**src/rtl/i2c_pkg.sv**
```systemverilog
// -----------------------------------------------------------------------------
// i2c_pkg -- shared definitions for the I2C slave.
//   state_t        : protocol FSM states
//   CNT_W          : width of the bit counter
//   ACK / NACK     : SDA levels of the acknowledge bit
//   shift_in_bit   : append a sampled bit to a byte (MSB- or LSB-first)
//   shift_out_bit  : advance a transmit byte by one bit
//   lead_bit       : bit currently presented by a transmit byte
// -----------------------------------------------------------------------------
package i2c_pkg;

    typedef enum logic [2:0] {
        ST_IDLE,
        ST_ADDR,
        ST_ADDR_ACK,
        ST_RX,
        ST_RX_ACK,
        ST_TX,
        ST_TX_ACK,
        ST_IGNORE
    } state_t;

    localparam int   CNT_W = 4;
    localparam logic ACK   = 1'b0;
    localparam logic NACK  = 1'b1;

    function automatic logic [7:0] shift_in_bit(input logic [7:0] cur, input logic b,
                                                input bit lsb_first);
        return lsb_first ? {b, cur[7:1]} : {cur[6:0], b};
    endfunction

    function automatic logic [7:0] shift_out_bit(input logic [7:0] cur, input bit lsb_first);
        return lsb_first ? {1'b0, cur[7:1]} : {cur[6:0], 1'b0};
    endfunction

    function automatic logic lead_bit(input logic [7:0] cur, input bit lsb_first);
        return lsb_first ? cur[0] : cur[7];
    endfunction

endpackage

```
**src/rtl/i2c_sync_filter.sv**
```systemverilog
// -----------------------------------------------------------------------------
// i2c_sync_filter -- brings one asynchronous bus line into the clk domain.
// Two-flop synchronizer, optional 3-sample majority filter, edge detect.
// Build option: I2C_SLAVE_GLITCH_FILTER_EN enables the majority filter
// (2 clk extra latency); without it the synchronizer output is used directly.
//   clk, rst : system clock, synchronous active-high reset
//   din      : asynchronous line input
//   level    : synchronized (filtered) line level
//   rise     : one-clk pulse when level goes 0->1
//   fall     : one-clk pulse when level goes 1->0
// All flops reset to 1, the idle level of an I2C line, so no edge is
// reported on leaving reset while the bus is idle.
// -----------------------------------------------------------------------------
module i2c_sync_filter (
    input  logic clk,
    input  logic rst,
    input  logic din,
    output logic level,
    output logic rise,
    output logic fall
);

    logic [1:0] sync_q, sync_d;
    logic       prev_q, prev_d;
    logic       filt;

`ifdef I2C_SLAVE_GLITCH_FILTER_EN
    logic [2:0] hist_q, hist_d;

    always_ff @(posedge clk) begin
        if (rst) hist_q <= 3'b111;
        else     hist_q <= hist_d;
    end

    always_comb begin
        hist_d = {hist_q[1:0], sync_q[1]};
    end

    // Majority over three fully registered samples: a single-clk pulse can
    // never win, and a real transition shows up two clks later.
    assign filt = (hist_q[0] & hist_q[1]) | (hist_q[1] & hist_q[2]) | (hist_q[0] & hist_q[2]);
`else
    assign filt = sync_q[1];
`endif

    always_comb begin
        sync_d = {sync_q[0], din};
        prev_d = filt;
    end

    // NOTE: sequential state uses non-blocking assignments so every flop
    // samples the pre-edge value of its neighbours; blocking here would
    // collapse the two synchronizer stages into one.
    always_ff @(posedge clk) begin
        if (rst) begin
            sync_q <= 2'b11;
            prev_q <= 1'b1;
        end else begin
            sync_q <= sync_d;
            prev_q <= prev_d;
        end
    end

    assign level = filt;
    assign rise  = filt & ~prev_q;
    assign fall  = ~filt & prev_q;

endmodule

```
**src/rtl/i2c_slave.sv**
```systemverilog
// -----------------------------------------------------------------------------
// i2c_slave -- 7-bit addressed I2C slave, byte-level client interface.
// Build option: I2C_SLAVE_GLITCH_FILTER_EN adds a majority glitch filter to
// the sclk and sda_in inputs (see i2c_sync_filter).
// Parameters:
//   SLAVE_ADDR : 7-bit bus address
//   LSB_FIRST  : 1 = bytes shifted LSB first, 0 = MSB first
// Ports:
//   clk, rst : system clock (>= 8x sclk), synchronous active-high reset
//   sclk     : bus clock (async)
//   sda_in   : bus data as sensed (async)
//   sda_oe   : 1 = pull SDA low (open drain, tristate lives above)
//   rx_data  : last byte written by the master; rx_valid pulses on update
//   tx_data  : byte returned on a master read; tx_req pulses for the next one
//   busy     : slave is engaged in an addressed transfer
// -----------------------------------------------------------------------------
module i2c_slave
    import i2c_pkg::*;
#(
    parameter logic [6:0] SLAVE_ADDR = 7'h01,
    parameter bit         LSB_FIRST  = 1'b0
) (
    input  logic       clk,
    input  logic       rst,
    input  logic       sclk,
    input  logic       sda_in,
    output logic       sda_oe,
    output logic [7:0] rx_data,
    output logic       rx_valid,
    input  logic [7:0] tx_data,
    output logic       tx_req,
    output logic       busy
);

    logic scl, scl_rise, scl_fall;
    logic sda, sda_rise, sda_fall;

    i2c_sync_filter u_scl (
        .clk   (clk),
        .rst   (rst),
        .din   (sclk),
        .level (scl),
        .rise  (scl_rise),
        .fall  (scl_fall)
    );

    i2c_sync_filter u_sda (
        .clk   (clk),
        .rst   (rst),
        .din   (sda_in),
        .level (sda),
        .rise  (sda_rise),
        .fall  (sda_fall)
    );

    state_t           state_q, state_d;
    logic [CNT_W-1:0] cnt_q, cnt_d;
    logic [7:0]       shift_q, shift_d;
    logic             rw_q, rw_d;
    logic             sda_oe_q, sda_oe_d;
    logic [7:0]       rx_data_q, rx_data_d;
    logic             rx_valid_q, rx_valid_d;
    logic             tx_req_q, tx_req_d;

    logic       start_det, stop_det;
    logic [7:0] shift_in;
    logic [7:0] shift_out;

    assign start_det = sda_fall & scl;
    assign stop_det  = sda_rise & scl;
    assign shift_in  = shift_in_bit(shift_q, sda, LSB_FIRST);
    assign shift_out = shift_out_bit(shift_q, LSB_FIRST);

    // State register
    always_ff @(posedge clk) begin
        if (rst) begin
            state_q    <= ST_IDLE;
            cnt_q      <= '0;
            shift_q    <= '0;
            rw_q       <= 1'b0;
            sda_oe_q   <= 1'b0;
            rx_data_q  <= 8'h00;
            rx_valid_q <= 1'b0;
            tx_req_q   <= 1'b0;
        end else begin
            state_q    <= state_d;
            cnt_q      <= cnt_d;
            shift_q    <= shift_d;
            rw_q       <= rw_d;
            sda_oe_q   <= sda_oe_d;
            rx_data_q  <= rx_data_d;
            rx_valid_q <= rx_valid_d;
            tx_req_q   <= tx_req_d;
        end
    end

    // Next-state logic. In the ACK states cnt_q marks the phase: 0 until the
    // ninth rising edge, 1 after it, so the two falling edges of the ACK bit
    // (start driving, stop driving) can be told apart.
    always_comb begin
        // NOTE: every signal gets a hold/default value up front so no path
        // through the case below can leave one unassigned and infer a latch.
        state_d    = state_q;
        cnt_d      = cnt_q;
        shift_d    = shift_q;
        rw_d       = rw_q;
        sda_oe_d   = sda_oe_q;
        rx_data_d  = rx_data_q;
        rx_valid_d = 1'b0;
        tx_req_d   = 1'b0;

        if (stop_det) begin
            state_d  = ST_IDLE;
            cnt_d    = '0;
            sda_oe_d = 1'b0;
        end else if (start_det) begin
            state_d  = ST_ADDR;
            cnt_d    = '0;
            shift_d  = '0;
            sda_oe_d = 1'b0;
        end else begin
            case (state_q)
                ST_IDLE, ST_IGNORE: begin
                end
                ST_ADDR: begin
                    if (scl_rise) begin
                        shift_d = shift_in;
                        cnt_d   = cnt_q + 1'b1;
                        if (cnt_q == CNT_W'(7)) begin
                            cnt_d = '0;
                            rw_d  = shift_in[0];
                            if (shift_in[7:1] == SLAVE_ADDR) begin
                                state_d  = ST_ADDR_ACK;
                                tx_req_d = shift_in[0];
                            end else begin
                                state_d = ST_IGNORE;
                            end
                        end
                    end
                end
                ST_ADDR_ACK, ST_RX_ACK: begin
                    if (scl_fall && cnt_q == '0) begin
                        sda_oe_d = ~ACK;
                    end else if (scl_rise) begin
                        cnt_d = CNT_W'(1);
                    end else if (scl_fall) begin
                        cnt_d = '0;
                        if (state_q == ST_ADDR_ACK && rw_q) begin
                            state_d  = ST_TX;
                            shift_d  = tx_data;
                            sda_oe_d = ~lead_bit(tx_data, LSB_FIRST);
                        end else begin
                            state_d  = ST_RX;
                            sda_oe_d = 1'b0;
                        end
                    end
                end
                ST_RX: begin
                    if (scl_rise) begin
                        shift_d = shift_in;
                        cnt_d   = cnt_q + 1'b1;
                        if (cnt_q == CNT_W'(7)) begin
                            cnt_d      = '0;
                            rx_data_d  = shift_in;
                            rx_valid_d = 1'b1;
                            state_d    = ST_RX_ACK;
                        end
                    end
                end
                ST_TX: begin
                    if (scl_rise) begin
                        cnt_d = cnt_q + 1'b1;
                        if (cnt_q == CNT_W'(7)) begin
                            cnt_d   = '0;
                            state_d = ST_TX_ACK;
                        end
                    end else if (scl_fall) begin
                        shift_d  = shift_out;
                        sda_oe_d = ~lead_bit(shift_out, LSB_FIRST);
                    end
                end
                ST_TX_ACK: begin
                    if (scl_fall && cnt_q == '0) begin
                        sda_oe_d = 1'b0;
                    end else if (scl_rise) begin
                        if (sda == NACK) begin
                            state_d = ST_IGNORE;
                        end else begin
                            cnt_d    = CNT_W'(1);
                            tx_req_d = 1'b1;
                        end
                    end else if (scl_fall) begin
                        cnt_d    = '0;
                        state_d  = ST_TX;
                        shift_d  = tx_data;
                        sda_oe_d = ~lead_bit(tx_data, LSB_FIRST);
                    end
                end
                default: begin
                    state_d = ST_IDLE;
                end
            endcase
        end
    end

    // Output logic
    always_comb begin
        case (state_q)
            ST_ADDR_ACK, ST_RX, ST_RX_ACK, ST_TX, ST_TX_ACK: busy = 1'b1;
            default:                                         busy = 1'b0;
        endcase
    end

    assign sda_oe   = sda_oe_q;
    assign rx_data  = rx_data_q;
    assign rx_valid = rx_valid_q;
    assign tx_req   = tx_req_q;

endmodule

```
**config.mk**
```make
export PLATFORM = sky130hd
export DESIGN_NAME = i2c_slave
export DESIGN_NICKNAME = d
export VERILOG_FILES = /design/src/rtl/i2c_pkg.sv /design/src/rtl/i2c_sync_filter.sv /design/src/rtl/i2c_slave.sv
export SDC_FILE = /design/constraint.sdc
export NUM_CORES = 1
export LEC_CHECK = 0
export ABC_AREA = 1
export BUFFER_PORTS_ARGS = -buffer_cell sky130_fd_sc_hd__buf_2
export CAP_MARGIN = 20
export CORE_MARGIN = 1
export CORE_UTILIZATION = 40
export DETAILED_ROUTE_END_ITERATION = 8
export SLEW_MARGIN = 40
export SYNTH_ARGS = -nofsm -noshare
export SYNTH_HDL_FRONTEND = slang
export SYNTH_SLANG_ARGS = --single-unit
```
**constraint.sdc**
```tcl
create_clock -name clk -period 3.8 [get_ports clk]
set_input_delay 0.38 -clock clk [delete_from_list [all_inputs] [get_ports clk]]
set_output_delay 0.38 -clock clk [all_outputs]
set_load 0.03 [all_outputs]
```
==> impl_metrics.json, run 1 <==
{
  "status": "finished with violations",
  "failed_checks": "DRC",
  "routedWlPerCell_um": 12.1,
  "path_buf_inv": 1,
  "grt_usage": 0.191,
  "clk_pin_slew_ns": 0.07,
  "r2r_cells": 10,
  "finalCoreUtilization": 0.467,
  "grt_pass1_vias": 1617,
  "grt_pass1_wl_mm": 7.51,
  "syn-instance-count": 285,
  "critPathRequiredTime_ns": 4.03,
  "drive_above_1_share": 0.179,
  "antenna_found_initial": 0,
  "setup_ws_ns": 1.79,
  "syn_area_per_cell_um2": 6.63,
  "hold_buffers": 0,
  "sw_frac_of_total": 0.450,
  "cp_slowest_cell": "dfxtp_1",
  "die_w_um": 70.7,
  "numCtsBuffers": 5,
  "nNetsFinal": 323,
  "netlist_area_um2": 1890,
  "min_period_over_period": 0.529,
  "viasPerCell": 5.08,
  "initial_core_util": 0.425,
  "ir_worst_vdd_uv": 249,
  "hp-start": "sclk",
  "crit_family": "simple AND/OR/NAND/NOR gates",
  "combPwrFrac": 0.451,
  "syn_to_final_growth_pct": 9.87,
  "first_pass_iters": 8,
  "crit_type": "reg -> reg",
  "leakagePower_nw": 1.01,
  "grt_max_degree": 19,
  "drc_errors": 2,
  "critPathLaunchType": "register",
  "clkPwrFrac": 0.206,
  "wirelength_mm": 4.34,
  "critical_path_arrival_ns": 2.24,
  "ys_ff_latch": 32,
  "period_minus_slack_ns": 2.01,
  "final_antenna_net_count": 0,
  "overflow": 0,
  "r2r_slack_ns": 1.79,
  "diodes": 0,
  "tightest_slew_ns": 0.517,
  "dieArea_um2": 5000,
  "ios": 24,
  "cp_common_cell": "nand2_1",
  "yosysSeqAreaShare": 0.339,
  "seq_power_share": 0.343,
  "yosysWarnings": 0,
  "switching_power_mw": 0.569,
  "post_cts_resized": 0,
  "cts_buffer_depth": 2,
  "clock_latency_ns": 0.29,
  "internal-power_mw": 0.694,
  "cpPeakStageDelay_ns": 0.55,
  "fin_setup_tns_ns": 0,
  "dp_hpwl_mm": 3.25,
  "post_synth_num_cell_types": 30,
  "critical_path.max_fanout": 13,
  "endpoint_kind": "register",
  "syn_nets": 302,
  "fmax_mhz": 497,
  "regToRegStartpoint": "state_q[0]",
  "slew_headroom": 0.654,
  "maxCapViolations": 0,
  "rsz0062_at_grt": "false",
  "worstHoldPathCells": 2,
  "place_congestion": 0.900,
  "setup_viol": 0,
  "skew_ns": 0.00687,
  "rows": 24,
  "clockRootBuffer": "clkbuf_8",
  "slew_violations": 0,
  "min_to": "u_scl.sync_q[0]",
  "cts_setup_buffers": 0,
  "p_total_mw": 1.26,
  "cp_cell_sequence": "inv_1 -> nand3_1 -> nand2_1 -> nand2_1 -> nand2_1 -> nor2_2 -> nand2_1 -> nand2_1 -> nand2_1 -> nor2_1",
  "drtIter0Drc": 143,
  "hp-class": "in -> reg",
  "cts_sinks": 32,
  "htreeDepth": 2,
  "vias": 1822,
  "dpl_worst_slack_ns": 1.83,
  "cts_tree": "yes",
  "io_buffers": 23,
  "core_area_um2": 4440,
  "powerDensity_nw_per_um2": 608,
  "rr_endpoint": "shift_q[3]",
  "die_height_um": 70.7,
  "timing_hold_violations_final": 0
}
kinds of logic after synthesis:
family	synth area share
AOI/OAI and AO/OA	0.114
xor gates and xnor gates	0.00464
adders and majority gates	0.0331
buffers and inverters	0.104
DFF	0.339
and+or+nand+nor	0.405
stage by stage:
step	instance area, um2	hold slack, ns	instances
detailed placement	1990	0.397	351
CTS	2080	0.270	359
finish	2080	0.271	359
global placement	1990	0.402	351
floorplan	1890	0.389	285
global route	2080	0.272	359
synth_stat cells, drive strengths merged:
cell type,count,area (um2)
nand2,66,270
nor2,66,275
dfxtp,32,641
inv,30,115
nand3,25,130
a21oi,16,80.1
o21ai,15,75.1
buf,7,60.1
ha,5,62.6
o211ai,5,37.5
or2,5,31.3
nand4,3,18.8
nor3,3,20.0
clkbuf,2,21.3
a211oi,1,7.51
a31oi,1,6.26
nand3b,1,20.0
o2111ai,1,8.76
xor2,1,8.76
sequential cells by signal, indices dropped and copies added, names as in the netlist:
register / flops
u_sda.prev_q: 1
shift_q: 7
u_scl.prev_q: 1
state_q: 3
sda_oe: 1
u_sda.sync_q: 2
tx_req: 1
u_scl.sync_q: 2
rw_q: 1
rx_data: 8
rx_valid: 1
cnt_q: 4
cells in the final DEF, fill, tap and decap left out, drive strengths merged:
cell type,netlist,final
nor2,66,66
nor3,3,3
dfxtp,32,32
o2111ai,1,1
nand2,66,66
buf,7,23
a21oi,16,16
clkbuf,2,5
nand3b,1,1
nand3,25,25
a31oi,1,1
ha,5,5
a211oi,1,1
or2,5,5
o211ai,5,5
inv,30,30
xor2,1,1
o21ai,15,15
clkinv,0,3
nand4,3,3
worst reg2reg max path, stage by stage, from the launching register on:
cell     delay [ns]
dfxtp_1        0.55
inv_1          0.22
nand3_1        0.19
nand2_1        0.10
nand2_1        0.07
nand2_1        0.06
nor2_2         0.42
nand2_1        0.13
nand2_1        0.08
nand2_1        0.04
nor2_1         0.09
worst max-delay path by stage:
stage,slack [ns],to,startpoint,cells past startpoint
2_1_floorplan,2.28,shift_q[0],u_scl.sync_q[1],11
3_3_place_gp,1.87,shift_q[3],state_q[0],10
3_5_place_dp,1.83,shift_q[3],state_q[0],10
4_1_cts,1.84,shift_q[3],state_q[0],10
5_1_grt,1.52,shift_q[3],state_q[0],10
6_report,1.79,shift_q[3],state_q[0],10
layer usage:
metal  global-route usage  wire length (um)
met1                0.268              2220
met2                0.281              1810
met3               0.0456               241
met4               0.0822                74
met5                    0                 0
layout make-up:
| class | count | area (um2) |
|---|---|---|
| timing repair buffer | 23 | 115 |
| clock buffer | 5 | 68.8 |
| fill | 484 | 2370 |
| tap | 52 | 65.1 |
| sequential | 32 | 641 |
| clock inverter | 3 | 18.8 |
| inverter | 30 | 115 |
| multi-input combinational | 214 | 1050 |
power groups by stage:
stage / registers, mW / clock network, mW / logic (mW)
2_1_floorplan: 0.415 / 0 / 0.514
3_3_place_gp: 0.440 / 0 / 0.562
3_5_place_dp: 0.438 / 0 / 0.564
4_1_cts: 0.431 / 0.269 / 0.565
5_1_grt: 0.441 / 0.286 / 0.646
6_report: 0.433 / 0.261 / 0.569
Power figures use the tool's default switching activity.
==> run 2: changes to the inputs <==
--- a/config.mk
+++ b/config.mk
@@ -5,7 +5,7 @@
 export SDC_FILE = /design/constraint.sdc
 export NUM_CORES = 1
 export LEC_CHECK = 0
-export ABC_AREA = 1
+export ABC_AREA = 0
 export BUFFER_PORTS_ARGS = -buffer_cell sky130_fd_sc_hd__buf_2
 export CAP_MARGIN = 20
 export CORE_MARGIN = 1
==> constraint.sdc (replaced) <==
create_clock -name clk -period 1.85 [get_ports clk]
set_input_delay 0.185 -clock clk [delete_from_list [all_inputs] [get_ports clk]]
set_output_delay 0.185 -clock clk [all_outputs]
set_load 0.03 [all_outputs]
==> run 2 against run 1 <==
Net effect: the run now ends clean; clock power rose to 2.8 times the previous value; sequential power up 70%; critical path type unchanged; critical path depth down 3; critical endpoint is now state_q[0]; synthesized cell count down 30%; worst hold slack worse by 0.19 ns; synthesized area down 5.2%; global-route usage up 0.46 points; fmax up 14%; combinational power down 52%; non-clock buffer count up 32; wire length up 1.3%; power up 38%.
==> impl_metrics.json, run 2 <==
{
  "status": "complete, no violations",
  "clk_pin_slew_ns": 0.06,
  "drive_above_1_share": 0.423,
  "critical_path.max_fanout": 6,
  "synth_top_area_share": 0.358,
  "grt_max_degree": 20,
  "synth_edf_count": 0,
  "first_pass_iters": 4,
  "cts_sinks": 32,
  "cts_tree": "yes",
  "io_buffers": 23,
  "core_area_um2": 4140,
  "post_synth_num_cell_types": 52,
  "critical_path_arrival_ns": 1.93,
  "skew_ns": 0.00602,
  "met2_usage": 0.297,
  "critPathRequiredTime_ns": 2.01,
  "hp-class": "in -> reg",
  "crit_family": "compound AO/OA/AOI/OAI gates",
  "grt_pass1_vias": 1338,
  "timing_hold_violations_final": 0,
  "syn-instance-count": 199,
  "use_met1": 0.271,
  "endpoint_kind": "register",
  "slew_violations": 0,
  "yosysSeqAreaShare": 0.358,
  "final_antenna_net_count": 0,
  "yosysWarnings": 0,
  "clockRootBuffer": "clkbuf_8",
  "place_area_um2": 2120,
  "die_w_um": 68.9,
  "cp_cell_sequence": "inv_1 -> ha_4 -> nand4b_1 -> a211o_1 -> a221oi_4 -> o211a_1 -> nor4_2",
  "grt_pass1_wl_mm": 6.66,
  "grt_use_met3": 0.0461,
  "critPathLaunchType": "register",
  "rsz0062_at_grt": "true",
  "layout_commonest_cell": "buf_4",
  "r2r_slack_ns": 0.09,
  "busiest_layer": "met2",
  "drtIter0Drc": 64,
  "crit_type": "reg -> reg",
  "async_reset_ff_frac": 0,
  "nNetsFinal": 264,
  "final_cell_mix": "29 x buf_4, 26 x dfxtp_1, 25 x nor2_1",
  "cp_slowest_cell": "dfxtp_2",
  "worstHoldPathCells": 2,
  "setup_viol": 0,
  "syn_nets": 216,
  "period_minus_slack_ns": 1.76,
  "path_buf_inv": 1,
  "ir_worst_vdd_uv": 529,
  "antenna_found_initial": 0,
  "synth_area_leader_cell": "dfxtp_1",
  "tightest_slew_ns": 0.482,
  "finalCoreUtilization": 0.579,
  "synth_area_leaders": "dfxtp_1 36%, mux2i_1 8.4%, nor2_1 5.2%",
  "min_period_over_period": 0.953,
  "leakagePower_nw": 1.11,
  "drc_errors": 0,
  "synth_common_cells": "32 x dfxtp_1, 25 x nor2_1, 15 x mux2i_1",
  "stdcell_area_um2": 2400,
  "initial_core_util": 0.432,
  "ios": 24,
  "wirelength_mm": 4.40,
  "routedWlPerCell_um": 14.8,
  "dp_hpwl_mm": 3.18,
  "viasPerCell": 5.39,
  "netlist_area_um2": 1790,
  "largest_reg_flops": 8,
  "synthFlopType": "dfxtp_1",
  "htreeDepth": 2,
  "hp-start": "sclk",
  "syn_to_final_growth_pct": 33.9,
  "fmax_mhz": 567,
  "overflow": 0,
  "endpoint": "state_q[0]",
  "numCtsBuffers": 5,
  "dieArea_um2": 4750,
  "diodes": 0,
  "vias": 1606,
  "slew_headroom": 0.679,
  "maxCapViolations": 0,
  "cts_buffer_depth": 2,
  "ys_ff_latch": 32,
  "die_height_um": 68.9,
  "syn_area_per_cell_um2": 9.00,
  "rows": 23,
  "cpPeakStageDelay_ns": 0.34,
  "clock_latency_ns": 0.29,
  "rr_endpoint": "state_q[0]",
  "regToRegStartpoint": "u_scl.prev_q",
  "p_total_mw": 1.74,
  "setup.worst_path.start": "u_scl.prev_q",
  "cp.depth": 7,
  "powerDensity_nw_per_um2": 728,
  "grt_usage": 0.196,
  "place_congestion": 0.859,
  "yosysMostFrequentCell": "dfxtp_1",
  "r2r_cells": 7
}
## run 2: how the worst min path moves through the flow
stage	end	slack (ns)
after global placement	u_scl.sync_q[0]	0.37
after global routing	u_scl.sync_q[0]	0.07
final	u_scl.sync_q[0]	0.08
after detailed placement	u_scl.sync_q[0]	0.37
after floorplan	u_scl.sync_q[0]	0.29
after CTS	u_scl.sync_q[0]	0.07
## run 2: report_power, final
group	total [mW]	internal, mW	switching, mW
Sequential	0.737	0.707	0.0300
Clock	0.736	0.475	0.261
Combinational	0.271	0.133	0.138
Total	1.74	1.31	0.429
## run 2: worst reg2reg max path, delay by kind of cell (launching register included)
family	cells	cell delay [ns]
buffers and inverters	1	0.10
adder cells (fa/ha/maj)	1	0.18
AND/OR/NAND/NOR	2	0.15
flip-flops	1	0.34
AO/OA/AOI/OAI	3	0.86
## run 2: cell type report
type | count | area, um2
Clock buffer | 7 | 96.3
Inverter | 5 | 21.3
Timing Repair Buffer | 55 | 384
Tap cell | 50 | 62.6
Fill cell | 379 | 1750
Sequential cell | 32 | 653
Multi-Input combinational cell | 148 | 1150
Clock inverter | 1 | 30.0
## run 2: logic make-up (layout without fill, tap and decap cells)
| kind of cell | count (synthesis) | in the layout | share of synthesized area |
|---|---|---|---|
| AOI/OAI and AO/OA | 41 | 41 | 0.177 |
| and+or+nand+nor | 80 | 80 | 0.254 |
| buffers and inverters | 19 | 68 | 0.0503 |
| DFF | 32 | 32 | 0.358 |
| adders and majority gates | 5 | 5 | 0.0349 |
| muxes | 21 | 21 | 0.122 |
| xor gates and xnor gates | 1 | 1 | 0.00489 |
## run 2: what timing repair did
action                     in CTS  in global routing
buffers inserted                2                  2
gates resized for setup         5                 21
setup endpoints to repair      13                 17
pin swaps                       2                  9
hold buffers                    0                  0
## run 2: per-stage QoR
step | hold WS, ns | setup TNS [ns] | worst slack (ns) | std cells
6_report | 0.0800 | 0 | 0.0869 | 298
5_1_grt | 0.0702 | -0.0606 | -0.0321 | 298
4_1_cts | 0.0696 | 0 | 0.00428 | 296
3_5_place_dp | 0.370 | -1.17 | -0.129 | 286
3_3_place_gp | 0.370 | -0.343 | -0.0500 | 286
2_1_floorplan | 0.289 | 0 | 0.00479 | 199
## run 2: per-layer routing
layer / vias to the layer above / share of wire
li1: 810 / -
met1: 770 / 0.51
met2: 20 / 0.46
met3: 6 / 0.026
met4: 0 / 0.0077
met5: - / 0
